==> src/rtl/tag_freelist_2w.sv <==
// tag_freelist_2w: dual-issue/dual-retire tag free list with occupancy and almost-empty flags.
// Define TAGFL_ERR_EN to enable the sticky Err_Overflow/Err_Underflow flags; otherwise they are tied low.
module tag_freelist_2w #(
    parameter int TAG_W  = 5,
    parameter int AE_THR = 2
) (
    input  logic             clock,
    input  logic             reset,
    input  logic [1:0]       Rd_en,
    output logic [TAG_W-1:0] Tag_Out0,
    output logic [TAG_W-1:0] Tag_Out1,
    output logic [1:0]       Tag_Valid,
    input  logic [TAG_W-1:0] RB_Tag0,
    input  logic             RB_Tag_Valid0,
    input  logic [TAG_W-1:0] RB_Tag1,
    input  logic             RB_Tag_Valid1,
    output logic [TAG_W:0]   Free_Count,
    output logic             tagFifo_full,
    output logic             tagFifo_empty,
    output logic             tagFifo_aempty,
    output logic             Err_Overflow,
    output logic             Err_Underflow
);
    localparam int NUM_TAGS = 1 << TAG_W;
    localparam logic [TAG_W:0] NT = (TAG_W+1)'(NUM_TAGS);
    localparam logic [TAG_W:0] AE = (TAG_W+1)'(AE_THR);

    logic [TAG_W-1:0] mem [NUM_TAGS];
    logic [TAG_W:0]   rptr, wptr, space;
    logic [TAG_W-1:0] ra, wa, wd0;
    logic             p0, p1, w0, w1;

    assign Free_Count     = wptr - rptr;
    assign space          = NT - Free_Count;
    assign ra             = rptr[TAG_W-1:0];
    assign wa             = wptr[TAG_W-1:0];
    assign Tag_Out0       = mem[ra];
    assign Tag_Out1       = mem[ra + TAG_W'(1)];
    assign Tag_Valid      = {|Free_Count[TAG_W:1], |Free_Count};
    assign tagFifo_full   = Free_Count == NT;
    assign tagFifo_empty  = Free_Count == '0;
    assign tagFifo_aempty = Free_Count < AE;
    assign p0             = Rd_en[0] & Tag_Valid[0];
    assign p1             = p0 & Rd_en[1] & Tag_Valid[1];
    // Retires compact in port order; space is judged on pre-edge occupancy only.
    assign w0             = (RB_Tag_Valid0 | RB_Tag_Valid1) & |space;
    assign w1             = RB_Tag_Valid0 & RB_Tag_Valid1 & |space[TAG_W:1];
    assign wd0            = RB_Tag_Valid0 ? RB_Tag0 : RB_Tag1;

    always_ff @(posedge clock) begin
        if (reset) begin
            rptr <= '0;
            wptr <= NT;
            for (int i = 0; i < NUM_TAGS; i++) mem[i] <= TAG_W'(i);
        end else begin
            rptr <= rptr + (TAG_W+1)'(p0) + (TAG_W+1)'(p1);
            wptr <= wptr + (TAG_W+1)'(w0) + (TAG_W+1)'(w1);
            if (w0) mem[wa] <= wd0;
            if (w1) mem[wa + TAG_W'(1)] <= RB_Tag1;
        end
    end

`ifdef TAGFL_ERR_EN
    always_ff @(posedge clock) begin
        if (reset) begin
            Err_Overflow  <= 1'b0;
            Err_Underflow <= 1'b0;
        end else begin
            Err_Overflow  <= Err_Overflow | ((RB_Tag_Valid0 | RB_Tag_Valid1) & ~w0)
                             | (RB_Tag_Valid0 & RB_Tag_Valid1 & ~w1);
            Err_Underflow <= Err_Underflow | (Rd_en[0] & ~Tag_Valid[0])
                             | (&Rd_en & ~Tag_Valid[1]);
        end
    end
`else
    assign Err_Overflow  = 1'b0;
    assign Err_Underflow = 1'b0;
`endif
endmodule

==> config.mk <==
export PLATFORM = sky130hd
export DESIGN_NAME = tag_freelist_2w
export DESIGN_NICKNAME = d
export VERILOG_FILES = /design/src/rtl/tag_freelist_2w.sv
export SDC_FILE = /design/constraint.sdc
export NUM_CORES = 1
export LEC_CHECK = 0
export ABC_AREA = 1
export CORE_ASPECT_RATIO = 0.9
export CORE_MARGIN = 4
export CORE_UTILIZATION = 35
export CTS_CLUSTER_SIZE = 28
export DETAILED_ROUTE_END_ITERATION = 6
export PLACE_DENSITY = 0.53
export SETUP_SLACK_MARGIN = 0.5
export SLEW_MARGIN = 20
export SYNTH_ARGS = -nofsm -noshare
export SYNTH_HDL_FRONTEND = slang
export SYNTH_SLANG_ARGS = --single-unit
==> constraint.sdc <==
create_clock -name clock -period 8.69 [get_ports clock]
set_input_delay 1.738 -clock clock [delete_from_list [all_inputs] [get_ports clock]]
set_output_delay 1.738 -clock clock [all_outputs]
set_load 0.1 [all_outputs]
==> results_dict.tcl <==
set metrics [dict create \
    grt_pass1_vias 10761 \
    cts_buffer_depth 2 \
    route.detailed.drc 0 \
    powerDensity_nw_per_um2 350.9 \
    routed_wirelength_um 47080 \
    leakagePower_nw 4.847 \
    ant_nets 0 \
    synth_area_per_cell_um2 7.287 \
    rsz0062_at_grt "no" \
    wl_per_cell_um 22.85 \
    syn_to_final_growth_pct 10.26 \
    ctsRootBufferMaster "clkbuf_16" \
    maxCapViolations 0 \
    outcome "complete, no violations" \
    num_antenna_cells 0 \
    crit_buf_inv 5 \
    grt_pass1_wl_um 69280 \
    peakVddDrop_mv 0.3426 \
    antenna_found_initial 0 \
    yosysMostFrequentCell "nor2_1" \
    required_ps 6950 \
    fin_nets 1620 \
    critPathCaptureType "output port" \
    clkLatencyLatePin_ps 450 \
    period_minus_slack_ps 6435 \
    synth.yosys.seq_area_share_pct 42.60 \
    grt_max_degree 102 \
    synth.top_cells.by_count "290 x nor2_1, 249 x nand2_1, 200 x o21ai_0" \
    drt_iter0_drc 1634 \
    tightest_slew_ps 1171 \
    fin_tns_setup_ps 0 \
    finalCritPeriodShare_pct 74.05 \
    grt_util_all_layers_pct 24.96 \
    rows 63 \
    firstDrtPassIters 7 \
    crit_slowest_cell "clkdlybuf4s50_1" \
    fin_skew_ps 9.337 \
    worst_hold_slack_ps 539.7 \
    synth-async-reset-ratio_pct 0 \
    grt_overflow 0 \
    drv_slew 0 \
    synth_top_cell_area_share_pct 40.57 \
    cts.clk_slew.worst_paths_ps 70 \
    cp_slowest_stage_delay_ps 1150 \
    cts_num_sinks 172 \
    cts_resized 0 \
    coreArea_um2 33190 \
    cts_hold_buf 0 \
    start_util_pct 35.68 \
    hold_viol_final 0 \
    path_max_fanout 101 \
    ys_ff_latch 172 \
    synth.largest_area_cell "edfxtp_1" \
    path_delay_family "buffers and inverters" \
    arrival_ps 4700 \
    cp-start-kind "register" \
    yosysWarnings 0 \
    num_vias 11814 \
    synth_area_um2 11840 \
    relSlewSlack_pct 21.87 \
    crit_type "reg2out" \
    fp.dieH_um 182.5 \
    die_x_um 201.9 \
    hold_class "reg2reg" \
    finalSetupViolCount 0 \
    rrSetupSlack_ps 3240 \
    viasPerCell 5.735 \
    syn_inst 1625 \
    ys_types 40 \
    drive_gt1_share_pct 5.670 \
    cts_tree "built" \
    gp_congestion 0.9065 \
    dieArea_um2 36840 \
    ys.flop_type "edfxtp_1" \
    h-tree-depth 4 \
    ios 39 \
    fmax_mhz 155.4 \
    post_cts.repair.setup_buffers 0 \
    io_buffers 36 \
    synthTopCellsByArea "edfxtp_1 41%, nor2_1 9.2%, o21ai_0 8.5%" \
    cts_made_buffers 17 \
    path_cells "buf_4, ha_1, inv_1, fa_1, inv_1, ha_1, inv_1, nor2_4, nand3_2, nor2_1, clkdlybuf4s50_1" \
    synth_edf_count 160 \
    path_common_cell "inv_1" \
    dp_hpwl_um 31460 \
]
==> layout make-up <==
type | count | area, µm²
clock inverters | 15 | 146.4
multi-input cells | 1186 | 5761
clock buffers | 17 | 425.4
well taps | 455 | 569.3
repair buffers | 56 | 505.5
inverters | 159 | 599.3
flip-flops and latches | 172 | 5050
fillers | 3476 | 20130
==> where the power goes <==
| part | internal (mW) | switching (mW) | leakage, nW | total (mW) |
|---|---|---|---|---|
| logic | 0.676 | 2.07 | 3.11 | 2.75 |
| clock network | 0.422 | 0.354 | 0.270 | 0.777 |
| registers | 0.959 | 0.0975 | 1.47 | 1.06 |
| total | 2.06 | 2.52 | 4.85 | 4.58 |
==> cells in the final DEF, fill, tap and decap left out, types with 20 or more instances in the layout <==
cell,n
buf_4,20
nand3_1,148
inv_1,150
edfxtp_1,160
a21oi_1,108
o22ai_1,43
clkdlybuf4s50_1,35
o21ai_0,200
nand2_1,249
o211ai_1,45
nor2_1,289
==> routing by layer <==
layer	routed length [µm]	part of all wire, %	up-vias	track usage (%)
met4	1525	3.2	0	8.365
li1	-	-	5477	-
met5	0	0	-	0
met3	5181	11	105	4.638
met1	20660	44	5515	36.88
met2	19710	42	717	36.73
==> logic make-up after synthesis <==
logic type	count (synthesis)	synth area share, %
simple gates	747	27.12
other cells	1	0.03167
compound gates	418	19.44
xor+xnor	7	0.5178
flops	172	42.60
fa+ha+maj	12	1.458
buf+inv	268	8.823
==> sequential cells by signal, indices dropped and copies added, names as in the netlist <==
name,count
mem,160
rptr,6
wptr,6
==> path summary, 6_finish.rpt <==
path	endpoint	startpoint	cells past startpoint
worst max register to register	mem[6][2]$_DFFE_PP_	rptr[0]$_SDFF_PP0_	16
worst min-delay path	rptr[5]$_SDFF_PP0_	rptr[5]$_SDFF_PP0_	1
worst max-delay path	tagFifo_empty	rptr[0]$_SDFF_PP0_	11
worst min register to register	rptr[5]$_SDFF_PP0_	rptr[5]$_SDFF_PP0_	1
==> metrics by stage <==
stage	power, mW	setup slack [ps]	std cells	util (%)	instance area [µm²]
floorplan	3.043	2066	1626	-	11850
global placement	3.768	2738	2028	37.62	12480
detailed placement	3.767	2742	2028	37.62	12480
CTS	4.538	2250	2060	39.34	13060
global route	4.807	1932	2060	39.34	13060
finish	4.582	2255	2060	39.34	13060
Power figures use the tool's default switching activity.
